`config.mk`:
```
export PLATFORM = sky130hd
export DESIGN_NAME = pc_sequencer
export DESIGN_NICKNAME = d
export VERILOG_FILES = /design/src/rtl/pc_sequencer.sv
export SDC_FILE = /design/constraint.sdc
export NUM_CORES = 1
export LEC_CHECK = 0
export ABC_AREA = 0
export CORE_MARGIN = 2
export CORE_UTILIZATION = 33
export CTS_BUF_LIST = sky130_fd_sc_hd__clkbuf_8
export CTS_CLUSTER_DIAMETER = 50
export DETAILED_ROUTE_END_ITERATION = 12
export GPL_ROUTABILITY_DRIVEN = 0
export PLACE_DENSITY = 0.84
export SLEW_MARGIN = 10
export SYNTH_ARGS = -nofsm -noshare
export SYNTH_HDL_FRONTEND = slang
export SYNTH_SLANG_ARGS = --single-unit
```
`constraint.sdc`:
```
create_clock -name clk -period 1.8 [get_ports clk]
set_input_delay 0.27 -clock clk [delete_from_list [all_inputs] [get_ports clk]]
set_output_delay 0.27 -clock clk [all_outputs]
set_load 0.05 [all_outputs]
```
`src/rtl/pc_sequencer.sv`:
```
// pc_sequencer: instruction-fetch sequencer. It issues one memory request
// at a time and steers the program counter (increment, load on redirect,
// halt). Memory responses go to IF/ID directly, or through a one-entry
// buffer while the fetch stage is stalled.
//
// state   | meaning
// --------+--------------------------------------------------------------
// IDLE    | just out of reset; no request, moves to FETCH next cycle
// FETCH   | issue request at pc_i when not stalled, redirected or halting
// WAIT    | one request outstanding; waiting for imem_valid_i
// HOLD    | response parked in buffer until the stall clears
// HALTED  | no fetching; resume_i or a trap restarts
module pc_sequencer #(
  parameter int                   PC_WIDTH    = 32,
  parameter logic [PC_WIDTH-1:0]  TRAP_VEC    = PC_WIDTH'(32'h40),
  parameter int                   INSTR_WIDTH = 32
) (
  input  logic                   clk,
  input  logic                   reset,
  input  logic [PC_WIDTH-1:0]    pc_i,
  output logic                   pc_load_o,
  output logic [PC_WIDTH-1:0]    pc_load_val_o,
  output logic                   pc_enable_o,
  input  logic                   stall_i,
  input  logic                   trap_i,
  input  logic                   br_redirect_i,
  input  logic [PC_WIDTH-1:0]    br_target_i,
  input  logic                   jmp_redirect_i,
  input  logic [PC_WIDTH-1:0]    jmp_target_i,
  input  logic                   halt_i,
  input  logic                   resume_i,
  output logic                   imem_req_o,
  input  logic                   imem_ready_i,
  input  logic                   imem_valid_i,
  input  logic [INSTR_WIDTH-1:0] imem_rdata_i,
  output logic                   ifid_valid_o,
  output logic [INSTR_WIDTH-1:0] ifid_instr_o,
  output logic [PC_WIDTH-1:0]    ifid_pc_o,
  output logic                   flush_ifid_o,
  output logic                   flush_idex_o,
  output logic                   halted_o
);

  typedef enum logic [2:0] {
    S_IDLE   = 3'd0,
    S_FETCH  = 3'd1,
    S_WAIT   = 3'd2,
    S_HOLD   = 3'd3,
    S_HALTED = 3'd4
  } state_t;

  state_t                 state_q;
  logic                   discard_q;
  logic [INSTR_WIDTH-1:0] buf_q;
  logic [PC_WIDTH-1:0]    req_pc_q;

  logic                   redirect;
  logic                   accept;
  logic [PC_WIDTH-1:0]    redir_val;
  logic                   deliver_wait;
  logic                   deliver_hold;

  // Redirect arbitration and all outputs; outputs are forced to zero during
  // reset because the state register only clears on the reset edge.
  always_comb begin
    redirect = trap_i | br_redirect_i | jmp_redirect_i;
    if (trap_i)             redir_val = TRAP_VEC;
    else if (br_redirect_i) redir_val = br_target_i;
    else                    redir_val = jmp_target_i;

    // While halted only a trap is honoured; IDLE ignores redirects.
    case (state_q)
      S_FETCH, S_WAIT, S_HOLD: accept = redirect;
      S_HALTED:                accept = trap_i;
      default:                 accept = 1'b0;
    endcase
    if (reset) accept = 1'b0;

    deliver_wait = !reset && (state_q == S_WAIT) && imem_valid_i &&
                   !discard_q && !accept && !stall_i;
    deliver_hold = !reset && (state_q == S_HOLD) && !stall_i && !accept;

    pc_load_o     = accept;
    pc_load_val_o = accept ? redir_val : '0;
    flush_ifid_o  = accept;
    flush_idex_o  = accept && (trap_i || br_redirect_i);
    imem_req_o    = !reset && (state_q == S_FETCH) && !stall_i && !redirect && !halt_i;
    pc_enable_o   = imem_req_o && imem_ready_i;
    halted_o      = !reset && (state_q == S_HALTED);

    ifid_valid_o = deliver_wait || deliver_hold;
    ifid_instr_o = '0;
    ifid_pc_o    = '0;
    if (deliver_wait) begin
      ifid_instr_o = imem_rdata_i;
      ifid_pc_o    = req_pc_q;
    end else if (deliver_hold) begin
      ifid_instr_o = buf_q;
      ifid_pc_o    = req_pc_q;
    end
  end

  // Sequencer state, request PC, discard flag and stall buffer.
  always_ff @(posedge clk) begin
    if (reset) begin
      state_q   <= S_IDLE;
      discard_q <= 1'b0;
      buf_q     <= '0;
      req_pc_q  <= '0;
    end else begin
      case (state_q)
        S_IDLE: state_q <= S_FETCH;
        S_FETCH: begin
          if (redirect) begin
            state_q <= S_FETCH;
          end else if (halt_i) begin
            state_q <= S_HALTED;
          end else if (pc_enable_o) begin
            req_pc_q <= pc_i;
            state_q  <= S_WAIT;
          end
        end
        S_WAIT: begin
          if (imem_valid_i) begin
            discard_q <= 1'b0;
            if (!redirect && !discard_q && stall_i) begin
              buf_q   <= imem_rdata_i;
              state_q <= S_HOLD;
            end else begin
              state_q <= S_FETCH;
            end
          end else if (redirect) begin
            // Response still in flight; remember to drop it.
            discard_q <= 1'b1;
          end
        end
        S_HOLD: begin
          if (redirect) begin
            buf_q   <= '0;
            state_q <= S_FETCH;
          end else if (!stall_i) begin
            state_q <= S_FETCH;
          end
        end
        S_HALTED: begin
          if (trap_i || resume_i) state_q <= S_FETCH;
        end
        default: state_q <= S_IDLE;
      endcase
    end
  end

endmodule

```
==> results of run 1 <==
[stage by stage]
| stage | worst slack [ns] | area, sq um | hold slack, ns |
|---|---|---|---|
| floorplan | -0.420 | 4400 | 0.385 |
| global placement | -0.589 | 8120 | 0.443 |
| detailed placement | -0.637 | 8120 | 0.449 |
| CTS | -0.575 | 8720 | 0.375 |
| global route | -0.672 | 9060 | 0.400 |
| finish | -0.648 | 9060 | 0.398 |
[worst paths after layout]
| check | to | cells past startpoint | slack (ns) |
|---|---|---|---|
| setup / recovery | ifid_pc_o[25] | 7 | -0.65 |
| hold / removal | state_q[2]$_SDFFE_PP0P_ | 3 | 0.40 |
| setup reg to reg | req_pc_q[24]$_SDFFE_PP0P_ | 10 | -0.19 |
| hold reg to reg | req_pc_q[16]$_SDFFE_PP0P_ | 2 | 0.46 |
[power breakdown]
part / leakage [nW] / internal (mW) / switching, mW
clock: 0.0979 / 0.566 / 0.621
sequential: 0.549 / 1.51 / 0.00484
combinational: 2.63 / 0.573 / 0.517
total: 3.28 / 2.65 / 1.14
[cell usage in the layout (no fill, tap or decap), drive strengths merged, types with 2 or more instances in the layout]
cell           count
buf              173
clkdlybuf4s50    133
nor2              69
dfxtp             68
nand2             66
a21oi             36
and3              32
mux2i             32
a22o              32
a22oi             32
clkbuf            18
inv                6
nor3               5
or4b               2
nor3b              2
a311oi             2
dlygate4sd2        2
or3                2
nor4b              2
clkinv             2
[cell families (layout without fill, tap and decap cells)]
family | Yosys count | in the layout | share of synthesized area (%)
multiplexers | 32 | 32 | 8.90
AO/OA/AOI/OAI | 110 | 110 | 22.2
flip-flops | 68 | 68 | 37.8
AND/OR/NAND/NOR | 189 | 190 | 25.2
buffers and inverters | 48 | 335 | 5.91
[per-layer routing]
layer / up-vias / GRT usage (%)
li1: 2157 / -
met2: 380 / 57.7
met4: 0 / 15.8
met3: 108 / 9.10
met1: 2431 / 32.0
met5: - / 0
[cell usage after synthesis]
| cell | n |
|---|---|
| nand2b_1 | 1 |
| and3_1 | 32 |
| o32ai_4 | 1 |
| a21oi_1 | 36 |
| nand3b_1 | 1 |
| nor2_1 | 69 |
| or4_1 | 1 |
| clkbuf_1 | 26 |
| inv_1 | 3 |
| buf_2 | 11 |
| and2_1 | 1 |
| a22oi_1 | 32 |
| nor3_1 | 2 |
| buf_4 | 5 |
| a211o_1 | 1 |
| buf_1 | 2 |
| o21ai_0 | 1 |
| a22o_1 | 32 |
| or3_1 | 2 |
| nor4b_1 | 1 |
| and3b_1 | 1 |
| o22ai_1 | 1 |
| nor3_2 | 1 |
| nor4_4 | 1 |
| o221ai_1 | 1 |
| inv_2 | 1 |
| or3b_2 | 1 |
| nand4_1 | 1 |
| nand3_1 | 1 |
| nor2b_1 | 1 |
| mux2i_1 | 32 |
| or4b_4 | 2 |
| o21bai_1 | 1 |
| nor3b_1 | 2 |
| nor3_4 | 1 |
| o21a_1 | 1 |
| a311oi_1 | 2 |
| dfxtp_1 | 68 |
| nor4b_2 | 1 |
| a21boi_0 | 1 |
| nand2_1 | 66 |
[state kept, by name, indices dropped and copies added (netlist names)]
register / count
req_pc_q: 32
buf_q: 32
discard_q: 1
state_q: 3
[critical path, cell delays in order (launching register included)]
cell and delay [ns]:
dfxtp_2 0.36, or4b_4 0.55, o32ai_4 0.18, buf_6 0.19, nor3_4 0.05, buf_12 0.15, and3_4 0.17, buf_12 0.14
[cell type report]
type | instances | share of cell area [%]
repair buffers | 315 | 49.1
multi-input cells | 332 | 31.8
flip-flops and latches | 68 | 15.1
well taps | 140 | 1.93
clock buffers | 11 | 1.67
clock inverters | 5 | 0.318
inverters | 4 | 0.166
[timing repair]
action,CTS,global route
gates resized for setup,47,38
cloned,6,9
setup buffers,15,10
pin swaps,21,24
setup endpoints to repair,168,169
==> results.cfg, run 1 <==
[status]
status = finished, violations left
violations = negative setup slack

[hold_path]
worstHoldStart = reset
hp-class = in2reg

[sta]
maxSlewHeadroom_pct = 64.1
skew_ns = 0.0210
setup_viol = 167
worstMarginPinSlew_ns = 0.539
achievable-frequency_mhz = 408
fin_ws_ns = -0.648
rsz0062_at_grt = yes
slew_viol_final = 0
fin_crit_ns = 2.45
post-route-period-util_pct = 136
finalHoldViolCount = 0
setup_tns_ns = -67.65

[yosys]
syn_area_sq_mm = 0.00360
syn_inst = 447
ys_types = 41
synthTopCellsByArea = dfxtp_1 38%, mux2i_1 8.9%, a22o_1 7.8%
ys_seq_area_share_pct = 37.8
synth_area_leader_cell = dfxtp_1
synth_nets = 585
syn_area_per_cell_sq_um = 8.05
yosysWarnings = 0
synth_top_area_share_pct = 37.8
ys_seq_elements = 68

[floorplanning]
die_area_sq_mm = 0.0118
die_x_um = 108
io_pins = 241
dieHeight_um = 108
initial_utilization_pct = 33.5
rows = 38
core_sq_mm = 0.0107

[grt]
antenna_found_initial = 0
track_usage_pct = 31.3
grt_pass1_vias = 5111
grt_start_max_net_pins = 34
grt_overflow = 0
grt_pass1_wl_um = 28200

[cells_and_area]
multi_input_area_sq_mm = 0.00288
fillers = 497
area_growth_pct = 152
nNetsFinal = 868
finalNonFillerCells = 875
seqCellArea_sq_mm = 0.00137
n_antenna_cell = 0
drive_gt1_share_pct = 46.1
final_util_pct = 84.4

[setup_path]
cp_data_arrival_time_ns = 2.18
startpoint = state_q[0]$_SDFFE_PP0P_
worstPathMaxFanout = 16
cp-end-kind = output pin
criticalPathCategory = reg2out
worstPathRequired_ns = 1.53
r2r-start = state_q[2]$_SDFFE_PP0P_
start_kind = flop

[clocking]
clk-insertion-delay-late_ns = 0.36
cts_sinks = 68
cts_hold_buf = 0
root_buffer = clkbuf_8
cts_buffers = 9
clk_path_buf_depth = 2
cts_tree = yes
path_clk_slew_ns = 0.09
htreeDepth = 3

[drt]
drt-total-wl_um = 21800
drc = 0
m1WireLength_um = 7270
drt-pass1-iter-count = 5
met2_length_um = 11000
detail-route-antenna-nets = 0
routed-via-count = 5076
drtIter0Drc = 477
top_layer = met4
route.met3.wl_um = 2150
wl_per_cell_um = 24.9
via_per_inst = 5.80

[power_and_ir_drop]
cellPowerDensity_mw_per_mm2 = 418
p_leak_nw = 3.28
p_total_mw = 3.79
ir_drop_v = 0.000523

[placed_design]
place_hpwl_um = 12100
io_buffer_count = 240
post-place-cells = 828

[flow_run]
cap_violations = 0
No activity file was read; power rests on OpenSTA's default activity.
==> run 2, diff against run 1 <==
- CORE_MARGIN: 2 -> 1.5
- SLEW_MARGIN: 10 -> not set
==> run 2 against run 1 <==
  * The run still ends with negative setup slack left
  * Total power rose by 1.3%
  * Global-route usage up 3.2 points
  * Setup slack worse by 0.010 ns
  * Sequential cell count unchanged
  * Combinational power is 4% higher
  * Critical path type unchanged
  * Critical endpoint is now ifid_instr_o[27]
  * Highest routed layer unchanged
==> results.cfg, run 2 (synthesized netlist as in run 1, its figures left out) <==
[status]
status = finished, violations left
violations = negative setup slack

[drt]
wl_per_cell_um = 26.0
drt-total-wl_um = 22500
routed-via-count = 5047
detail-route-antenna-nets = 0
via_per_inst = 5.83
drt-pass1-iter-count = 5
drc = 0
drtIter0Drc = 419

[cells_and_area]
reg_top3 = buf_q (32), req_pc_q (32), state_q (3)
fillers = 473
area_growth_pct = 152
finalInstanceArea_sq_mm = 0.00905
nNetsFinal = 863
layout_common_cells = 133 x clkdlybuf4s50_1, 113 x buf_12, 66 x dfxtp_1
multi_input_area_sq_mm = 0.00287
final_common_cell = clkdlybuf4s50_1
seqCellArea_sq_mm = 0.00136
finalNonFillerCells = 865
drive_gt1_share_pct = 45.6

[sta]
finalHoldViolCount = 0
maxSlewHeadroom_pct = 63.7
setup_tns_ns = -63.17
rsz0062_at_grt = yes
fin_ws_ns = -0.659
skew_ns = 0.00966
post-route-period-util_pct = 137
fin_crit_ns = 2.46
worstMarginPinSlew_ns = 0.538
achievable-frequency_mhz = 407
slew_viol_final = 0
setup_viol = 148

[grt]
grt_pass1_vias = 5348
grt_pass1_wl_um = 30500
grt_start_max_net_pins = 33
antenna_found_initial = 1
grt_overflow = 0
track_usage_pct = 34.6

[power_and_ir_drop]
cellPowerDensity_mw_per_mm2 = 424
ir_drop_v = 0.000588
p_leak_nw = 3.29

[placed_design]
pre_cts_ws_ns = -0.589
post-place-cells = 819
io_buffer_count = 240
place_hpwl_um = 12100
place_area_sq_mm = 0.00806

[floorplanning]
rows = 37
initial_utilization_pct = 34.4
core_sq_mm = 0.0105
die_x_um = 107
dieHeight_um = 107
io_pins = 241
die_area_sq_mm = 0.0115

[setup_path]
r2r_end = buf_q[28]$_SDFFE_PP0P_
start_kind = flop
critPathCapture = ifid_instr_o[27]
r2r-start = state_q[0]$_SDFFE_PP0P_
criticalPathCategory = reg2out
cp_data_arrival_time_ns = 2.19
r2r_setup_slack_ns = -0.21
r2r_cells = 8
startpoint = state_q[0]$_SDFFE_PP0P_
worstPathRequired_ns = 1.53
worstPathMaxFanout = 8
cp-end-kind = output pin

[hold_path]
hp-class = reg2reg
worstHoldStart = req_pc_q[13]$_SDFFE_PP0P_

[clocking]
path_clk_slew_ns = 0.07
clk-insertion-delay-late_ns = 0.35
cts_sinks = 68
htreeDepth = 3
clk_path_buf_depth = 2
cts_buffers = 9
cts_tree = yes
root_buffer = clkbuf_8
cts_hold_buf = 0

[flow_run]
cap_violations = 0
-- run 2: cell types whose count changed in the layout (fill, tap and decap cells not counted), sizes merged --
cell / change
buf: -2
nor3: -1
diode: +1
inv: -3
clkbuf: -1
-- run 2: area by class of cell --
type                    count  share of cell area, %
multi-input cells         331                   31.7
well taps                 136                   1.88
flip-flops and latches     68                   15.1
clock inverters             2                  0.111
clock buffers              12                   1.83
inverters                   4                  0.235
diodes                      1                 0.0277
repair buffers            311                   49.1
-- run 2: repair_timing --
item                       4_1_cts  5_1_grt
resized for setup               47       35
gates cloned                    12        3
setup buffers                   13        3
setup endpoints to repair      135      157
pin swaps                       28       15
-- run 2: where the power goes --
group          total (mW)  internal (mW)  switching [mW]
combinational        1.13          0.607           0.528
clock                1.19          0.595           0.599
sequential           1.51           1.51         0.00438
total                3.84           2.71            1.13
-- run 2: through the flow --
step | hold WS (ns) | power [mW] | util, %
after floorplan | 0.385 | 1.94 | -
after global placement | 0.442 | 2.43 | 77.1
after detailed placement | 0.450 | 2.45 | 77.1
after CTS | 0.456 | 3.75 | 84.8
after global routing | 0.474 | 3.94 | 86.5
final | 0.456 | 3.84 | 86.5
-- run 2: worst max-delay path, cell delays in order, from the launching register on --
cell and delay, ns:
dfxtp_2 0.35, buf_4 0.15, or3b_4 0.44, nor2_4 0.17, buf_6 0.14, buf_12 0.12, a22oi_1 0.14, nor2_4 0.18
buf_12 0.15
-- run 2: layer usage --
metal	wire (um)	vias up	share of wire, %	track usage (%)
met3	1780	109	7.9	6.66
met2	11500	360	51	63.6
met1	7680	2430	34	35.7
met4	1520	0	6.7	21.9
met5	0	-	0	0
li1	-	2148	-	-
-- run 2: how the worst min path moves through the flow --
stage / endpoint / slack (ns) / depth (start not counted)
floorplan: discard_q$_SDFFE_PP0P_ / 0.39 / 1
finish: req_pc_q[13]$_SDFFE_PP0P_ / 0.46 / 2
global placement: req_pc_q[3]$_SDFFE_PP0P_ / 0.44 / 2
detailed placement: req_pc_q[6]$_SDFFE_PP0P_ / 0.45 / 2
global route: req_pc_q[8]$_SDFFE_PP0P_ / 0.47 / 3
CTS: req_pc_q[30]$_SDFFE_PP0P_ / 0.46 / 4
